===== src/rtl/vx_packet_merge_pkg.sv =====
// ---------------------------------------------------------------------------
// vx_packet_merge_pkg
// Shared definitions for the packet merge block:
//   - default warp geometry macros (SIMD_WIDTH, XLEN) when not supplied
//   - merge-state encoding (IDLE / COLLECT / FULL)
//   - packet-id width helper, never narrower than one bit
// No ports (package).
// ---------------------------------------------------------------------------
`ifndef SIMD_WIDTH
`define SIMD_WIDTH 4
`endif
`ifndef XLEN
`define XLEN 32
`endif

package vx_packet_merge_pkg;

    typedef logic [1:0] merge_state_t;

    localparam merge_state_t MERGE_IDLE    = 2'd0;
    localparam merge_state_t MERGE_COLLECT = 2'd1;
    localparam merge_state_t MERGE_FULL    = 2'd2;

    // Width of a packet index; a single-packet warp still carries a 1-bit pid.
    function automatic int pid_width(input int num_packets);
        if (num_packets > 1) begin
            return $clog2(num_packets);
        end else begin
            return 1;
        end
    endfunction

endpackage


===== src/rtl/vx_packet_merge_if.sv =====
// ---------------------------------------------------------------------------
// vx_packet_merge_if
// Handshake bundle between a lane-sliced result producer and the merged
// warp-wide consumer.
//   Input side  : valid_in, ready_in, data_in, tmask_in, result_in, pid_in,
//                 sop_in, eop_in
//   Output side : valid_out, ready_out, data_out, tmask_out, result_out,
//                 err_out
// Modports: slave  = the merge block, master = the environment around it.
// ---------------------------------------------------------------------------
interface vx_packet_merge_if
    import vx_packet_merge_pkg::*;
#(
    parameter int NUM_LANES = 1,
    parameter int DATAW     = 1
);
    localparam int NUM_PACKETS = `SIMD_WIDTH / NUM_LANES;
    localparam int PID_WIDTH   = pid_width(NUM_PACKETS);

    logic                            valid_in;
    logic                            ready_in;
    logic [DATAW-1:0]                data_in;
    logic [NUM_LANES-1:0]            tmask_in;
    logic [NUM_LANES*`XLEN-1:0]      result_in;
    logic [PID_WIDTH-1:0]            pid_in;
    logic                            sop_in;
    logic                            eop_in;

    logic                            valid_out;
    logic                            ready_out;
    logic [DATAW-1:0]                data_out;
    logic [`SIMD_WIDTH-1:0]          tmask_out;
    logic [`SIMD_WIDTH*`XLEN-1:0]    result_out;
    logic                            err_out;

    modport slave (
        input  valid_in, data_in, tmask_in, result_in, pid_in, sop_in, eop_in,
        input  ready_out,
        output ready_in,
        output valid_out, data_out, tmask_out, result_out, err_out
    );

    modport master (
        output valid_in, data_in, tmask_in, result_in, pid_in, sop_in, eop_in,
        output ready_out,
        input  ready_in,
        input  valid_out, data_out, tmask_out, result_out, err_out
    );

endinterface


===== src/rtl/vx_packet_merge.sv =====
// ---------------------------------------------------------------------------
// vx_packet_merge
// Reassembles a warp-wide result from NUM_PACKETS lane-sliced packets.
// Each accepted packet writes its lane slice (selected by pid_in) into the
// tmask/result accumulators; the sop beat clears the rest and captures the
// sideband. After the eop beat the accumulators are presented directly as
// the merged output until the consumer takes them.
// Ports:
//   clk    : clock, rising edge
//   reset  : asynchronous, active-high
//   bus    : vx_packet_merge_if.slave (input packets in, merged result out)
// Optional build macro:
//   PACKET_MERGE_PROTOCOL_CHK_EN - enables the sticky err_out protocol
//   checker (non-sop start, sop inside an instruction, non-increasing pid).
//   When undefined err_out is tied low and no checker logic exists.
// ---------------------------------------------------------------------------
module vx_packet_merge
    import vx_packet_merge_pkg::*;
#(
    parameter int NUM_LANES = 1,
    parameter int DATAW     = 1
) (
    input  logic              clk,
    input  logic              reset,
    vx_packet_merge_if.slave  bus
);
    localparam int NUM_PACKETS = `SIMD_WIDTH / NUM_LANES;
    localparam int PID_WIDTH   = pid_width(NUM_PACKETS);
    localparam int LANE_BITS   = NUM_LANES * `XLEN;
    localparam int RES_BITS    = `SIMD_WIDTH * `XLEN;

    merge_state_t               r_state;
    merge_state_t               w_state_next;
    logic [DATAW-1:0]           r_data;
    logic [DATAW-1:0]           w_data_next;
    logic [`SIMD_WIDTH-1:0]     r_tmask;
    logic [`SIMD_WIDTH-1:0]     w_tmask_base;
    logic [`SIMD_WIDTH-1:0]     w_tmask_next;
    logic [RES_BITS-1:0]        r_result;
    logic [RES_BITS-1:0]        w_result_base;
    logic [RES_BITS-1:0]        w_result_next;

    logic w_ready_in;
    logic w_fire_in;
    logic w_fire_out;
    logic w_start;

    // A full result only blocks input when the consumer is not draining it.
    assign w_ready_in = (r_state != MERGE_FULL) || bus.ready_out;
    assign w_fire_in  = bus.valid_in && w_ready_in;
    assign w_fire_out = (r_state == MERGE_FULL) && bus.ready_out;
    // Any beat arriving outside COLLECT opens a new instruction, sop or not;
    // a sop inside COLLECT abandons the partial one.
    assign w_start    = w_fire_in && (bus.sop_in || (r_state != MERGE_COLLECT));

    // Next merge state.
    always_comb begin
        w_state_next = r_state;
        if (w_fire_in) begin
            if (bus.eop_in) begin
                w_state_next = MERGE_FULL;
            end else begin
                w_state_next = MERGE_COLLECT;
            end
        end else if (w_fire_out) begin
            w_state_next = MERGE_IDLE;
        end else begin
            w_state_next = r_state;
        end
    end

    // Next accumulator contents: clear on start, then overlay the addressed slice.
    always_comb begin
        w_tmask_base  = r_tmask;
        w_result_base = r_result;
        w_data_next   = r_data;
        if (w_start) begin
            w_tmask_base  = '0;
            w_result_base = '0;
            w_data_next   = bus.data_in;
        end else begin
            w_tmask_base  = r_tmask;
            w_result_base = r_result;
            w_data_next   = r_data;
        end
        w_tmask_next  = w_tmask_base;
        w_result_next = w_result_base;
        for (int p = 0; p < NUM_PACKETS; p++) begin
            if (w_fire_in && (bus.pid_in == PID_WIDTH'(p))) begin
                w_tmask_next[p*NUM_LANES +: NUM_LANES]  = bus.tmask_in;
                w_result_next[p*LANE_BITS +: LANE_BITS] = bus.result_in;
            end else begin
                w_tmask_next[p*NUM_LANES +: NUM_LANES]  = w_tmask_base[p*NUM_LANES +: NUM_LANES];
                w_result_next[p*LANE_BITS +: LANE_BITS] = w_result_base[p*LANE_BITS +: LANE_BITS];
            end
        end
    end

    // State and accumulator registers; the accumulators are the output holding stage.
    always_ff @(posedge clk or posedge reset) begin
        if (reset) begin
            r_state  <= MERGE_IDLE;
            r_data   <= '0;
            r_tmask  <= '0;
            r_result <= '0;
        end else begin
            r_state  <= w_state_next;
            r_data   <= w_data_next;
            r_tmask  <= w_tmask_next;
            r_result <= w_result_next;
        end
    end

    assign bus.ready_in   = w_ready_in;
    assign bus.valid_out  = (r_state == MERGE_FULL);
    assign bus.data_out   = r_data;
    assign bus.tmask_out  = r_tmask;
    assign bus.result_out = r_result;

`ifdef PACKET_MERGE_PROTOCOL_CHK_EN
    logic                 r_err;
    logic [PID_WIDTH-1:0] r_last_pid;
    logic                 w_err_hit;

    // Protocol violation detect for the accepted beat.
    always_comb begin
        w_err_hit = 1'b0;
        if (w_fire_in) begin
            if (r_state != MERGE_COLLECT) begin
                w_err_hit = !bus.sop_in;
            end else begin
                w_err_hit = bus.sop_in || (bus.pid_in <= r_last_pid);
            end
        end else begin
            w_err_hit = 1'b0;
        end
    end

    // Sticky error flag and last accepted pid.
    always_ff @(posedge clk or posedge reset) begin
        if (reset) begin
            r_err      <= 1'b0;
            r_last_pid <= '0;
        end else begin
            r_err <= r_err | w_err_hit;
            if (w_fire_in) begin
                r_last_pid <= bus.pid_in;
            end else begin
                r_last_pid <= r_last_pid;
            end
        end
    end

    assign bus.err_out = r_err;
`else
    assign bus.err_out = 1'b0;
`endif

endmodule

===== src/flat_wrapper.sv =====
// flat-port wrapper written by rule: the top's interface ports become plain ports
module vx_packet_merge_flat import vx_packet_merge_pkg::*;
#(
    parameter int NUM_LANES = 1,
    parameter int DATAW     = 1
)
  (clk, reset, bus_valid_in, bus_data_in, bus_tmask_in, bus_result_in, bus_pid_in, bus_sop_in, bus_eop_in, bus_ready_out, bus_ready_in, bus_valid_out, bus_data_out, bus_tmask_out, bus_result_out, bus_err_out);
  vx_packet_merge_if #(.NUM_LANES(NUM_LANES), .DATAW(DATAW)) bus_i ();
  input  logic clk;
  input  logic reset;
  input wire logic [$bits(bus_i.valid_in)-1:0] bus_valid_in;
  input wire logic [$bits(bus_i.data_in)-1:0] bus_data_in;
  input wire logic [$bits(bus_i.tmask_in)-1:0] bus_tmask_in;
  input wire logic [$bits(bus_i.result_in)-1:0] bus_result_in;
  input wire logic [$bits(bus_i.pid_in)-1:0] bus_pid_in;
  input wire logic [$bits(bus_i.sop_in)-1:0] bus_sop_in;
  input wire logic [$bits(bus_i.eop_in)-1:0] bus_eop_in;
  input wire logic [$bits(bus_i.ready_out)-1:0] bus_ready_out;
  output wire logic [$bits(bus_i.ready_in)-1:0] bus_ready_in;
  output wire logic [$bits(bus_i.valid_out)-1:0] bus_valid_out;
  output wire logic [$bits(bus_i.data_out)-1:0] bus_data_out;
  output wire logic [$bits(bus_i.tmask_out)-1:0] bus_tmask_out;
  output wire logic [$bits(bus_i.result_out)-1:0] bus_result_out;
  output wire logic [$bits(bus_i.err_out)-1:0] bus_err_out;
  assign bus_i.valid_in = bus_valid_in;
  assign bus_i.data_in = bus_data_in;
  assign bus_i.tmask_in = bus_tmask_in;
  assign bus_i.result_in = bus_result_in;
  assign bus_i.pid_in = bus_pid_in;
  assign bus_i.sop_in = bus_sop_in;
  assign bus_i.eop_in = bus_eop_in;
  assign bus_i.ready_out = bus_ready_out;
  assign bus_ready_in = bus_i.ready_in;
  assign bus_valid_out = bus_i.valid_out;
  assign bus_data_out = bus_i.data_out;
  assign bus_tmask_out = bus_i.tmask_out;
  assign bus_result_out = bus_i.result_out;
  assign bus_err_out = bus_i.err_out;
  vx_packet_merge #(.NUM_LANES(NUM_LANES), .DATAW(DATAW)) u_core (.clk(clk), .reset(reset), .bus(bus_i));
endmodule

===== config.mk =====
export PLATFORM = sky130hd
export DESIGN_NAME = vx_packet_merge_flat
export DESIGN_NICKNAME = d
export VERILOG_FILES = /design/src/rtl/vx_packet_merge_pkg.sv /design/src/rtl/vx_packet_merge_if.sv /design/src/rtl/vx_packet_merge.sv /design/src/flat_wrapper.sv
export SDC_FILE = /design/constraint.sdc
export NUM_CORES = 1
export LEC_CHECK = 0
export BUFFER_PORTS_ARGS = -buffer_cell sky130_fd_sc_hd__buf_2
export CAP_MARGIN = 20
export CORE_MARGIN = 4
export CORE_UTILIZATION = 28
export CTS_BUF_LIST = sky130_fd_sc_hd__clkbuf_4 sky130_fd_sc_hd__clkbuf_8 sky130_fd_sc_hd__clkbuf_16
export DETAILED_ROUTE_END_ITERATION = 16
export PLACE_DENSITY = 0.47
export SLEW_MARGIN = 40
export SYNTH_ARGS = -nofsm -noshare
export SYNTH_HDL_FRONTEND = slang
export SYNTH_SLANG_ARGS = --single-unit

===== constraint.sdc =====
create_clock -name clk -period 9.3 [get_ports clk]
set_input_delay 0.465 -clock clk [delete_from_list [all_inputs] [get_ports clk]]
set_output_delay 0.465 -clock clk [all_outputs]
set_load 0.05 [all_outputs]

==> results.ini, run 1 <==
[cells_and_area]
seq_area_um2 = 3380
nets = 536
syn2layout_area_growth_pct = 35.1
diodes = 0
mostFrequentLayoutCell = buf_2
n_fill_cell = 1661
mostFrequentLayoutCells = 176 x buf_2, 135 x dfrtp_1, 133 x a22o_1
drive_gt1_share_pct = 44.8
multiInputGateArea_um2 = 1380
fin_util_pct = 38.7

[detailed_routing]
wl_per_cell_um = 20.5
dr.pass1.iters = 6
drt_first_iter_violations = 223
wl_um = 15000
routed_via_density = 4.96
drc = 0
antenna_left = 0
vias = 3633

[power]
p_int_w = 0.00122
p_clk_share_pct = 41.8
comb_power_share_pct = 20.5
p_switching_w = 0.000552
pwr-share-seq_pct = 37.7
peakVddDrop_v = 0.000123
power_density_nw_per_um2 = 263
swShare_pct = 31.1
p_leak_nw = 3.60

[run]
maxCapViolations = 0

[cts]
clkTransAtPathRegs_ns = 0.06
postCtsResizedCells = 0
clockBufferDepth = 2
holdBufCountCts = 0
root_buffer = clkbuf_16
clock_sinks = 135
cts_setup_buffers = 0
cts_buffers = 17
insertion_delay_ns = 0.41
cts_tree = yes
cts-htree-levels = 4

[sta]
max_freq_mhz = 443
hold_violations = 0
relSlewSlack_pct = 44.8
tightest_slew_ns = 0.828
rsz0062_at_grt = false
setup_tns_ns = 0
finalSetupViolCount = 0
fin_crit_ns = 2.26
slew_viol_final = 0
clock_skew_ns = 0.00613
post-route-period-util_pct = 24.3

[logic_synthesis]
synth_nets = 364
synth_flop_cell = dfrtp_1
synth-edff-count = 0
synth_seq_cells = 135
seq_area_frac_synth_pct = 67.8
postSynthAreaPerCell_um2 = 15.5
async_flop_share_pct = 100
ys_warn_count = 0
post_synth_instance_area_um2 = 4980
ys_types = 20
syn_inst = 322

[place]
place.gp.congestion = 0.745
hpwl_um = 10200
portBuffers = 176

[setup_path]
reg2reg_slack_ns = 7.13
arrival_ns = 1.79
cpMaxStageDelayCell = or3b_1
cp_cell_sequence = or3b_1 > buf_2
startpoint_type = flop
rr_worst_depth = 4
worstSetupStartpoint = u_core.r_state[0]$_DFFE_PP0P_
slowest_delay_ns = 0.63
crit_path_end_kind = primary output
r2r-end = u_core.bus.result_out[74]$_DFFE_PP0P_
rr_startpoint = u_core.r_state[0]$_DFFE_PP0P_
cp_max_fo = 10
crit_type = flop to primary output
required_ns = 8.84

[global_routing]
antenna_found_initial = 3
grt_pass1_vias = 3906
grt_max_degree = 72
grtUsageTotal_pct = 15.3
grt_pass1_wl_um = 23600
overflow = 0

[floorplanning]
start_util_pct = 28.7
rows = 48
die_h_um = 141
die_w_um = 141
coreArea_um2 = 17400
io_pins = 178
die-area_um2 = 20000

[run_status]
outcome = completed

[hold_path]
hp-class = primary input to async pin

state kept, by name, indices dropped and copies added (netlist names):
signal / cells
u_core.bus.result_out: 128
u_core.r_state: 2
u_core.bus.tmask_out: 4
u_core.bus.data_out: 1
cells in the mapped netlist, types with 2 or more instances:
cell | n | share of area, %
and3_1 | 4 | 0.50
a22o_1 | 133 | 23
buf_6 | 17 | 3.8
dfrtp_1 | 135 | 68
buf_2 | 12 | 1.2
a21oi_1 | 2 | 0.20
o211ai_2 | 4 | 1.0
nor2b_1 | 3 | 0.38
worst max path at each step:
stage                                                 end  slack, ns  cells past startpoint
floorplan                 u_core.bus.data_out$_DFFE_PP0P_       5.22                      1
CTS                                          bus_ready_in       7.01                      2
global placement    u_core.bus.result_out[86]$_DFFE_PP0P_       6.95                      4
detailed placement  u_core.bus.result_out[79]$_DFFE_PP0P_       7.02                      5
global route                                 bus_ready_in       6.97                      2
finish                                       bus_ready_in       7.04                      2
power by group through the flow:
stage | clock network, W | logic [W] | registers [W]
6_report | 0.000740 | 0.000364 | 0.000668
5_1_grt | 0.000781 | 0.000383 | 0.000673
4_1_cts | 0.000761 | 0.000369 | 0.000667
3_5_place_dp | 0 | 0.000368 | 0.000676
3_3_place_gp | 0 | 0.000354 | 0.000678
2_1_floorplan | 0 | 0.0000895 | 0.000846
critical path: cells and delay by family, from the launching register on:
kind | cells | cell delay, ns
flops | 1 | 0.43
simple gates | 1 | 0.63
buf+inv | 1 | 0.32
logic make-up (layout without fill, tap and decap cells):
kind of cell | Yosys count | after routing | share of synthesized area, %
AO/OA/AOI/OAI | 139 | 139 | 24.6
buffers and inverters | 32 | 217 | 5.35
flip-flops | 135 | 135 | 67.8
multiplexers | 2 | 2 | 0.427
other | 1 | 1 | 0.0753
AND/OR/NAND/NOR | 13 | 13 | 1.71
layer usage:
metal | up-vias | routed length, um | global-route usage [%]
met3 | 22 | 1340 | 5.76
met4 | 6 | 211 | 5.66
li1 | 1589 | - | -
met2 | 164 | 6700 | 22.6
met5 | - | 47 | 0
met1 | 1852 | 6730 | 20.6
final cells by class:
cell class,instances,share of cell area (%)
Sequential cell,135,50.2
Timing Repair Buffer,184,15.2
Clock inverter,12,2.96
Clock buffer,20,6.85
Multi-Input combinational cell,155,20.4
Tap cell,225,4.19
Inverter,1,0.130
stage by stage:
| step | instances | hold WS, ns | total power [W] | cell area (um2) | setup slack [ns] |
|---|---|---|---|---|---|
| global placement | 693 | 0.478 | 0.00103 | 5930 | 6.95 |
| CTS | 732 | 0.141 | 0.00180 | 6730 | 7.01 |
| detailed placement | 700 | 0.476 | 0.00104 | 6070 | 7.02 |
| finish | 732 | 0.121 | 0.00177 | 6730 | 7.04 |
| global route | 732 | 0.174 | 0.00184 | 6730 | 6.97 |
| floorplan | 322 | 0.515 | 0.000935 | 4980 | 5.22 |
Power figures use the tool's default switching activity.
==> inputs of run 2 (changes only) <==
- ABC_AREA: unset -> 1
- PLACE_DENSITY: 0.47 -> 0.48
- clock period: 9.3 -> 2 ns (I/O delays scaled with it)
==> results.ini, run 2 <==
[place]
place.gp.congestion = 0.731
portBuffers = 176
dpl_cell_area_um2 = 6770
hpwl_um = 11900
place_ws_ns = 0.416

[run_status]
outcome = completed

[cells_and_area]
mostFrequentLayoutCells = 233 x nand3_1, 176 x buf_2, 169 x nand2_1
final_area_um2 = 7750
diodes = 0
drive_gt1_share_pct = 28.9
largest_register_ff_count = 128
n_fill_cell = 2025
mostFrequentLayoutCell = nand3_1
nets = 850
syn2layout_area_growth_pct = 39.1

[power]
total_power_w = 0.00803
p_leak_nw = 4.41
power_density_nw_per_um2 = 1040
peakVddDrop_v = 0.000654

[sta]
setup_tns_ns = 0
relSlewSlack_pct = 53.9
tightest_slew_ns = 0.690
max_freq_mhz = 640
clock_skew_ns = 0.00554
hold_violations = 0
slew_viol_final = 0
fin_crit_ns = 1.56
rsz0062_at_grt = false
finalWorstSetupSlack_ns = 0.438
finalSetupViolCount = 0
post-route-period-util_pct = 78.1

[global_routing]
grt_max_degree = 136
antenna_found_initial = 0
overflow = 0
grt_pass1_wl_um = 29900
grtUsageTotal_pct = 17.3
grt_pass1_vias = 5139

[detailed_routing]
wl_per_cell_um = 17.5
antenna_left = 0
drt_first_iter_violations = 231
vias = 5140
dr.pass1.iters = 4
wl_um = 19000
drc = 0
routed_via_density = 4.74

[logic_synthesis]
synthTopCellsByArea = dfrtp_1 61%, nand3_1 21%, nand2_1 11%
ys_types = 19
synth_most_common_cell = nand3_1
ys_top_cells_by_count = 235 x nand3_1, 169 x nand2_1, 135 x dfrtp_1
async_flop_share_pct = 100
synth_nets = 654
seq_area_frac_synth_pct = 60.6
synth-edff-count = 0
ys_warn_count = 0
synth_top_area_share_pct = 60.6
synth_flop_cell = dfrtp_1
syn_inst = 612
synth_seq_cells = 135
yosys.area.top_type = dfrtp_1
postSynthAreaPerCell_um2 = 9.10
post_synth_instance_area_um2 = 5570

[cts]
clock_sinks = 135
cts_buffers = 17
root_buffer = clkbuf_16
insertion_delay_ns = 0.42
cts_tree = yes
cts-htree-levels = 4
clockBufferDepth = 2
clkTransAtPathRegs_ns = 0.06

[floorplanning]
rows = 51
io_pins = 178
die_w_um = 149
start_util_pct = 28.5
coreArea_um2 = 19500
die_h_um = 149
die-area_um2 = 22200

[setup_path]
required_ns = 2.30
crit_path_frequent_cell = nand3_1
arrival_ns = 1.86
cp_top_family = simple AND/OR/NAND/NOR gates
crit_type = flop to flop
path_depth = 6
startpoint_type = flop
cp_cell_sequence = inv_1 > nand3_1 > nand3_4 > buf_4 > nand3_1 > nand2_1
rr_worst_depth = 6
cp_max_fo = 24
crit_path_end_kind = flop
critPathBufInv = 2
slowest_delay_ns = 0.40
cpMaxStageDelayCell = dfrtp_1

[run]
maxCapViolations = 0

[hold_path]
worst_hold_path.num_cells = 2
hp-class = primary input to flop

==> run 2: cell count changes in the layout (fill, tap and decap cells not counted), sizes merged, moves of 7 or more <==
cell | before | now
inv | 1 | 9
a22o | 133 | 0
nand3 | 1 | 239
buf | 184 | 191
dlygate4sd3 | 0 | 36
nand2 | 0 | 169
==> run 2: repair_timing <==
action,in CTS,in global routing
gates resized for setup,0,0
hold buffers,36,0
buffers inserted,0,0
hold endpoints to repair,270,0
==> run 2: per-stage QoR <==
stage	instances	utilization (%)	hold slack, ns
after global routing	1085	39.7	0.0648
after CTS	1084	39.5	0.0538
final	1085	39.7	0.0660
after detailed placement	1017	34.7	0.342
after floorplan	612	-	0.200
after global placement	1017	34.7	0.336
==> run 2: worst register-to-register path: stages (launching register included) <==
cell and delay (ns):
dfrtp_1 0.40, inv_1 0.07, nand3_1 0.14, nand3_4 0.32, buf_4 0.35, nand3_1 0.10
nand2_1 0.07
==> run 2: final timing paths <==
path | endpoint | start | slack (ns)
worst max-delay path | u_core.bus.tmask_out[2]$_DFFE_PP0P_ | u_core.r_state[1]$_DFFE_PP0P_ | 0.44
max in group asynchronous | u_core.bus.result_out[88]$_DFFE_PP0P_ | reset | 0.96
worst min register to register | u_core.bus.data_out$_DFFE_PP0P_ | u_core.bus.data_out$_DFFE_PP0P_ | 0.49
min in group asynchronous | u_core.bus.result_out[5]$_DFFE_PP0P_ | reset | 0.28
worst min-delay path | u_core.r_state[0]$_DFFE_PP0P_ | bus_valid_in | 0.07
worst max register to register | u_core.bus.tmask_out[2]$_DFFE_PP0P_ | u_core.r_state[1]$_DFFE_PP0P_ | 0.44
==> run 2: cell families (layout without fill, tap and decap cells) <==
logic type / after synthesis / in the layout / share of synthesized area [%]
simple gates: 413 / 413 / 34.0
flops: 135 / 135 / 60.6
buf+inv: 60 / 268 / 4.99
other cells: 1 / 1 / 0.0673
compound gates: 3 / 3 / 0.292
==> run 2: layout make-up <==
class                   instances  area [um2]  share of cell area, %
clock buffers                  20         460                   5.94
well taps                     265         332                   4.28
multi-input cells             417        1940                   25.0
repair buffers                227        1470                   19.0
flip-flops and latches        135        3380                   43.6
inverters                      10        41.3                  0.533
clock inverters                11         125                   1.61
==> run 2: where the power goes <==
part	internal [W]	switching (W)
Clock	0.00191	0.00122
Combinational	0.000416	0.00139
Sequential	0.00295	0.000135
==> run 2: metal layers <==
metal | vias up | share of wire, % | track usage (%)
li1 | 2443 | - | -
met1 | 2507 | 46 | 24.1
met2 | 177 | 45 | 26.2
met3 | 13 | 8.0 | 5.93
met4 | 0 | 0.78 | 3.80
met5 | - | 0 | 0
